`src/rtl/counter_sequencer.sv`:
```
// counter_sequencer: run/pause/stop controller for an external prescaled counter.
// Owns the prescaler, drives the counter's CE and synchronous clear, and compares
// the counter read-back against a terminal count latched at start.
// Every output is decoded from registered state, the latched configuration and
// COUNT, so START/STOP/DIV/LIMIT/MODE never reach an output combinationally.

module counter_sequencer #(
    parameter int PRESCALE_WIDTH = 22,
    parameter int COUNT_WIDTH    = 8
) (
    input  logic                      CLK,
    input  logic                      RESET,
    input  logic                      START,
    input  logic                      STOP,
    input  logic                      MODE,
    input  logic [PRESCALE_WIDTH-1:0] DIV,
    input  logic [COUNT_WIDTH-1:0]    LIMIT,
    input  logic [COUNT_WIDTH-1:0]    COUNT,
    output logic                      CE,
    output logic                      CLR,
    output logic                      BUSY,
    output logic                      DONE
);

    typedef enum logic [1:0] {
        IDLE  = 2'd0,
        CLEAR = 2'd1,
        RUN   = 2'd2,
        PAUSE = 2'd3
    } state_t;

    localparam logic [PRESCALE_WIDTH-1:0] PRESC_ZERO = '0;
    localparam logic [PRESCALE_WIDTH-1:0] PRESC_ONE  = PRESCALE_WIDTH'(1);

    state_t                    state_reg, state_next;
    logic [PRESCALE_WIDTH-1:0] presc_reg, presc_next;
    logic [PRESCALE_WIDTH-1:0] div_reg,   div_next;
    logic [COUNT_WIDTH-1:0]    limit_reg, limit_next;
    logic                      mode_reg,  mode_next;
    // Abort from PAUSE returns to IDLE and clears the counter in the first
    // IDLE cycle; holding that request in a register keeps STOP off the CLR path.
    logic                      abort_clr_reg, abort_clr_next;

    logic tick;
    logic at_limit;
    logic terminal;

    // Prescaler wraps when it reaches the latched divisor; compare never overshoots
    // because the prescaler resets to zero on the matching cycle.
    assign tick     = (state_reg == RUN) && (presc_reg == div_reg);
    assign at_limit = (COUNT == limit_reg);
    assign terminal = tick && at_limit;

    // Registered state, prescaler and latched configuration.
    always_ff @(posedge CLK or negedge RESET) begin
        if (!RESET) begin
            state_reg     <= IDLE;
            presc_reg     <= PRESC_ZERO;
            div_reg       <= '0;
            limit_reg     <= '0;
            mode_reg      <= 1'b0;
            abort_clr_reg <= 1'b0;
        end else begin
            state_reg     <= state_next;
            presc_reg     <= presc_next;
            div_reg       <= div_next;
            limit_reg     <= limit_next;
            mode_reg      <= mode_next;
            abort_clr_reg <= abort_clr_next;
        end
    end

    // Next-state, prescaler advance and configuration capture.
    always_comb begin
        state_next     = state_reg;
        presc_next     = presc_reg;
        div_next       = div_reg;
        limit_next     = limit_reg;
        mode_next      = mode_reg;
        abort_clr_next = 1'b0;

        case (state_reg)
            IDLE: begin
                // STOP has priority over START: both high means stay idle.
                if (START && !STOP) begin
                    state_next = CLEAR;
                    div_next   = DIV;
                    limit_next = LIMIT;
                    mode_next  = MODE;
                    presc_next = PRESC_ZERO;
                end
            end

            CLEAR: begin
                // Single clear cycle; START/STOP deliberately not examined.
                state_next = RUN;
                presc_next = PRESC_ZERO;
            end

            RUN: begin
                if (terminal && !mode_reg) begin
                    // One-shot finished: the run is over regardless of STOP.
                    state_next = IDLE;
                    presc_next = PRESC_ZERO;
                end else if (STOP) begin
                    // Pause keeps the prescaler phase so resume continues it.
                    state_next = PAUSE;
                end else if (tick) begin
                    presc_next = PRESC_ZERO;
                end else begin
                    presc_next = presc_reg + PRESC_ONE;
                end
            end

            PAUSE: begin
                if (STOP) begin
                    state_next     = IDLE;
                    presc_next     = PRESC_ZERO;
                    abort_clr_next = 1'b1;
                end else if (START) begin
                    state_next = RUN;
                end
            end

            default: begin
                state_next = IDLE;
                presc_next = PRESC_ZERO;
            end
        endcase
    end

    // Output decode: CE only on a non-terminal tick, CLR for the clear cycle, the
    // auto-reload wrap and the abort; the two conditions are mutually exclusive.
    always_comb begin
        CE   = tick && !at_limit;
        DONE = terminal;
        CLR  = (state_reg == CLEAR) || (terminal && mode_reg) || abort_clr_reg;
        BUSY = (state_reg != IDLE);
    end

endmodule

```
`config.mk`:
```
export PLATFORM = sky130hd
export DESIGN_NAME = counter_sequencer
export DESIGN_NICKNAME = d
export VERILOG_FILES = /design/src/rtl/counter_sequencer.sv
export SDC_FILE = /design/constraint.sdc
export NUM_CORES = 1
export LEC_CHECK = 0
export CELL_PAD_IN_SITES_DETAIL_PLACEMENT = 1
export CELL_PAD_IN_SITES_GLOBAL_PLACEMENT = 1
export CORE_ASPECT_RATIO = 1.1
export CORE_UTILIZATION = 43
export DETAILED_ROUTE_END_ITERATION = 7
export PLACE_DENSITY_LB_ADDON = 0.2
export SYNTH_ARGS = -nofsm -noshare
export SYNTH_HDL_FRONTEND = slang
export SYNTH_SLANG_ARGS = --single-unit
```
`constraint.sdc`:
```
create_clock -name CLK -period 2.91 [get_ports CLK]
set_clock_uncertainty 0.2 [all_clocks]
set_input_delay 0.7275 -clock CLK [delete_from_list [all_inputs] [get_ports CLK]]
set_output_delay 0.7275 -clock CLK [all_outputs]
set_load 0.01 [all_outputs]
```
==> results.txt, run 1 <==
Crit path largest cell delay: 0.46 ns
Synth Instances: 299
Die H: 91.92 microns
Fin worst setup slack: -0.1559 ns
Largest net degree at the start of global routing: 33
Worst setup SP type: flop
Final Instance Area: 4214 sq um
CTS tree: yes
Post-synth EDFFs: 0
Fillers: 774
First-pass GRT wire length: 15.35 mm
Hold/Removal Path Class: primary input to asynchronous set/reset pin
Clock sinks: 56
Post-Syn Area: 3161 sq um
Vias in the first global route: 2929
IO Count: 47
Root Driver: clkbuf_8
Pre-antenna DRT Iters: 4
Diode count: 0
Initial Utilization: 44.85%
R2r worst-path depth: 8
Flip-flop and latch area: 1403 sq um
Final Setup Violations: 3
Remaining global-route overflow: 0
Yosys top cell by area: dfrtp_1
Failing checks: negative setup slack
Count of cell types in the netlist: 41
Initial antenna violation count: 0
Slew headroom: 40.32%
Critical path class: flop to output pin
Hpwl dp: 6.437 mm
RSZ-0062 raised after global routing: yes
WHS: 0.2349 ns
Tot GR Track Use: 25.55%
Final #Nets: 426
Synth top cells by count: 56 x dfrtp_1, 32 x mux2_2, 27 x xnor2_1
Post-Syn Area per Cell: 10.57 sq um
Final WL: 9.319 mm
Leak pwr: 0.001787 uW
H-tree depth: 2
FF-to-FF End: presc_reg[9]$_DFFE_PN0P_
Buf/Inv on CP: 2
Run status: finished with violations
R2R setup slack: 0.20 ns
Die width: 83.74 microns
Rows: 32
Reg clk slew, reported paths: 0.12 ns
Pwr Density: 845.2 nW/um^2
Largest delay share family, worst path: simple AND/OR/NAND/NOR gates
Core box area: 7047 sq um
Final Wtd Congestion: 0.8467
Drt first-iter violations: 116
Detailed-route DRC error count: 0
Critical-path maximum fanout: 2
Most common cell in the netlist: dfrtp_1
Slew Viols, Final: 0
Ys flop type: dfrtp_1
TritonCTS buffer count: 5
Clk Latency, worst-skew pair: 0.32 ns
Layout cells sized above 1: 31.59%
Total of max-cap violations: 0
Period minus WS final: 3.066 ns
Ys Warns: 0
Fmax: 326.2 MHz
Tcrit/Tclk final: 105.4%
Actual slew at the worst max-slew pin: 0.8951 ns
Wire per inst: 19.91 microns
Final ANT Viol Nets: 0
DP Area: 3953 sq um
Worst r2r src: div_reg[5]$_DFFE_PN0P_
Max clock buf depth: 2
Slowest-stage cell, CP: nor4b_4
DR vias/cell: 5.844
Hold Vio Cnt, Final: 0
IO Port Bufs: 46
Area grow syn2layout: 33.33%
Area contributors post-synth: dfrtp_1 44%, mux2_2 11%, xnor2_1 7.5%
Top cell type's share of synthesized area: 44.34%
Post-synthesis sequential area ratio: 44.34%
Arr. time, crit path: 2.14 ns
DR vias: 2735
Syn nets: 343
Die footprint: 7697 sq um
IR drop worst, VDD: 0.4244 mV
Crit-path cells: xnor2_2 > nand4_1 > nor4b_4 > buf_4 > nand2_2 > nor2_2 > buf_2
Post-layout util: 59.80%
Multi-input gate area: 1714 sq um
Worst Setup End Kind: output pin
Critical Path RT: 1.98 ns
Async SR Flop Fraction: 100.0%
Seq cells post-synth: 56
## through the flow
stage	cells	setup TNS (ns)	worst slack (ns)	total power, uW
after CTS	467	-0.1108	-0.08301	3479
after global placement	454	-1.317	-0.5351	2767
final	468	-0.3722	-0.1559	3562
after floorplan	299	0	0.3635	2257
after global routing	468	-0.5719	-0.2250	3744
after detailed placement	454	-1.415	-0.5615	2846
## power by group
group	total [uW]	switching, uW	internal [uW]
clock network	550	289	260
registers	1330	287	1050
logic	1680	776	901
total	3560	1350	2210
## final cells by class
class,instances,area share [%]
Inverter,14,1.247
Tap cell,85,2.524
Multi-Input combinational cell,211,40.68
Clock buffer,5,1.633
Clock inverter,3,1.128
Sequential cell,56,33.28
Timing Repair Buffer,94,19.51
## worst max-delay path by stage
stage | from | end | slack (ns) | cells after the start
after global routing | presc_reg[1]$_DFFE_PN0P_ | CE | -0.23 | 7
after floorplan | presc_reg[5]$_DFFE_PN0P_ | CLR | 0.36 | 7
after detailed placement | COUNT[4] | CLR | -0.56 | 8
after CTS | presc_reg[21]$_DFFE_PN0P_ | CLR | -0.08 | 8
after global placement | COUNT[4] | CLR | -0.54 | 8
final | div_reg[5]$_DFFE_PN0P_ | CE | -0.16 | 7
## cells in the final DEF (no fill, tap or decap), drive strengths merged, types with 5 or more instances in the layout
cell type,netlist,routed
a22o,7,7
a22oi,8,8
and3,5,5
buf,13,52
clkbuf,5,5
clkdlybuf4s50,0,34
dfrtp,56,56
dlygate4sd2,0,8
inv,14,14
mux2,32,32
nand2,13,13
nand3,21,21
nand4,20,20
nor2,20,20
nor4,6,6
o21ai,9,9
or4,11,11
xnor2,30,30
## cells by family after synthesis
kind of cell             Yosys count  synth area share, %
AO/OA/AOI/OAI                     39                9.422
XOR/XNOR                          30                9.026
adder cells (fa/ha/maj)            1               0.3958
buffers and inverters             32                5.225
flip-flops                        56                44.34
multiplexers                      32                11.40
AND/OR/NAND/NOR                  109                20.19
## timing repair
action / 4_1_cts / 5_1_grt
pin swaps: 18 / 3
gates cloned: 0 / 0
buffers inserted: 5 / 1
gates resized for setup: 36 / 5
endpoints found under the setup margin: 3 / 3
hold buffers: 0 / 0
## layer usage
| layer | share of wire, % | vias to the layer above | track usage (%) | wire length, microns |
|---|---|---|---|---|
| met1 | 43 | 1383 | 32.71 | 3962 |
| met4 | 3.0 | 0 | 11.44 | 277 |
| li1 | - | 1255 | - | - |
| met5 | 0 | - | 0 | 0 |
| met3 | 3.6 | 21 | 3.510 | 333 |
| met2 | 51 | 76 | 43.02 | 4745 |
Note: power is estimated with default switching activity, not from simulation.
==> run 2, diff against run 1 <==
Settings changed: CORE_UTILIZATION 43 to 25.
==> run 2 against run 1 <==
  * The flow still finishes with violations (negative setup slack)
  * Clock-buffer cell count increased by 2
  * Sequential power is essentially flat
  * Critical endpoint is now CLR
  * Maximum frequency grew 4.0%
  * Final cell count is 15% higher
  * Cell area up 2.5%
  * Critical path depth rose by 1
  * Via count down 4.9%
  * Setup slack improved by 0.12 ns
  * Combinational power down 2%
  * Non-clock buffer count increased by 2
  * Worst hold slack worse by 0.018 ns
==> results.txt, run 2 (synthesis gave the netlist of run 1 again) <==
Run status: finished with violations
Failing checks: negative setup slack
Period minus WS final: 2.948 ns
Total power draw: 3572 uW
Detailed-route DRC error count: 0
Hold_buf cts: 0
Remaining global-route overflow: 0
H-tree depth: 2
Hold/Removal Path Class: primary input to asynchronous set/reset pin
Total of max-cap violations: 0
Initial Utilization: 25.92%
Largest net degree at the start of global routing: 57
RSZ-0062 raised after global routing: yes
Most frequent cells in the layout: 55 x dfrtp_1, 48 x buf_4, 36 x clkdlybuf4s50_1
Pre-antenna DRT Iters: 4
Fmax: 339.2 MHz
Clock sinks: 56
Layout cells sized above 1: 30.39%
Critical-path maximum fanout: 2
Final Setup Violations: 1
Hold Vio Cnt, Final: 0
Vias in the first global route: 2721
Crit path largest cell delay: 0.47 ns
Die width: 109.2 microns
Setup_tns: -0.03824 ns
Wire per inst: 16.62 microns
Die H: 119.9 microns
WHS: 0.2168 ns
Rows: 42
IO Port Bufs: 46
Leak pwr: 0.001787 uW
Inst Count DP: 524
Initial antenna violation count: 0
Final Instance Area: 4319 sq um
Core box area: 12190 sq um
Final ANT Viol Nets: 0
Fin worst setup slack: -0.03824 ns
Max clock buf depth: 2
IR drop worst, VDD: 0.3195 mV
Final WL: 8.959 mm
Final Wtd Congestion: 0.7610
Tcrit/Tclk final: 101.3%
Arr. time, crit path: 2.02 ns
Critical path class: primary input to output pin
Drt first-iter violations: 82
Root Driver: clkbuf_16
Worst setup SP type: primary input
Pwr Density: 827.0 nW/um^2
Crit-path cells: clkdlybuf4s50_1 > xnor2_1 > nand4_1 > nor2_2 > nand3_4 > inv_2 > a221o_1 > buf_2
First-pass GRT wire length: 14.64 mm
Diode count: 0
Area grow syn2layout: 36.66%
Slew headroom: 53.40%
CTS tree: yes
Worst Setup End Kind: output pin
Clk Latency, worst-skew pair: 0.30 ns
Reg clk slew, reported paths: 0.07 ns
R2R setup slack: 0.41 ns
DP Area: 4046 sq um
Slowest-stage cell, CP: clkdlybuf4s50_1
Final #Nets: 428
Critical Path RT: 1.98 ns
Die footprint: 13100 sq um
Actual slew at the worst max-slew pin: 0.6991 ns
Finished Layout Cells: 539
Hpwl dp: 6.626 mm
DR vias/cell: 4.826
Slew Viols, Final: 0
Most common cell after layout, fill and taps aside: dfrtp_1
TritonCTS buffer count: 5
DR vias: 2601
IO Count: 47
Tot GR Track Use: 14.86%
==> run 2: changes by cell type in the layout (fill, tap and decap cells not counted), sizes merged <==
cell,previous run,this run
bufinv,1,0
clkinv,2,0
clkdlybuf4s50,34,36
buf,52,54
clkinvlp,0,1
clkbuf,5,7
dlygate4sd2,8,6
==> run 2: through the flow <==
step	setup slack [ns]	utilization, %
6_report	-0.03824	35.43
3_5_place_dp	-0.5422	33.19
3_3_place_gp	-0.5195	33.19
5_1_grt	-0.1473	35.43
2_1_floorplan	0.3635	-
4_1_cts	-0.07074	35.05
==> run 2: timing repair <==
action	4_1_cts	5_1_grt
resized for setup	30	4
setup endpoints to repair	3	3
setup buffers	4	3
pin swaps	16	3
==> run 2: layout make-up <==
cell class,count,area [sq um]
Clock buffer,7,142.6
Clock inverter,1,7.507
Fill cell,1386,7873
Inverter,14,52.55
Multi-Input combinational cell,211,1682
Sequential cell,56,1403
Tap cell,154,192.7
Timing Repair Buffer,96,839.6
==> run 2: worst max-delay path, delay by kind of cell <==
| kind | cells | cell delay [ns] |
|---|---|---|
| compound gates | 1 | 0.13 |
| xor+xnor | 1 | 0.11 |
| buf+inv | 3 | 0.65 |
| simple gates | 3 | 0.41 |
==> run 2: path summary, 6_finish.rpt <==
check / from / end / cells past startpoint
worst max-delay path: COUNT[4] / CLR / 8
worst min-delay path: RESET / div_reg[13]$_DFFE_PN0P_ / 2
worst max register to register: div_reg[13]$_DFFE_PN0P_ / presc_reg[3]$_DFFE_PN0P_ / 10
worst min register to register: div_reg[7]$_DFFE_PN0P_ / div_reg[7]$_DFFE_PN0P_ / 1
max in group asynchronous: RESET / presc_reg[5]$_DFFE_PN0P_ / 2
min in group CLK: div_reg[7]$_DFFE_PN0P_ / div_reg[7]$_DFFE_PN0P_ / 1
==> run 2: report_power, final <==
group	internal (uW)	switching [uW]	total, uW	leakage (uW)
Combinational	903	742	1640	0.00101
Clock	344	285	630	0.0000701
Sequential	1050	248	1300	0.000711
Total	2300	1270	3570	0.00179
==> run 2: layer usage <==
metal	GRT usage, %	share of wire [%]
met3	2.662	3.2
met4	3.833	1.2
met1	19.99	47
met2	24.37	49
met5	0	0
==> run 3, diff against run 2 <==
Settings changed: SLEW_MARGIN set to 20.
==> results of run 3 <==
Same layout as run 2: the final DEF is identical, and so are final timing and power.
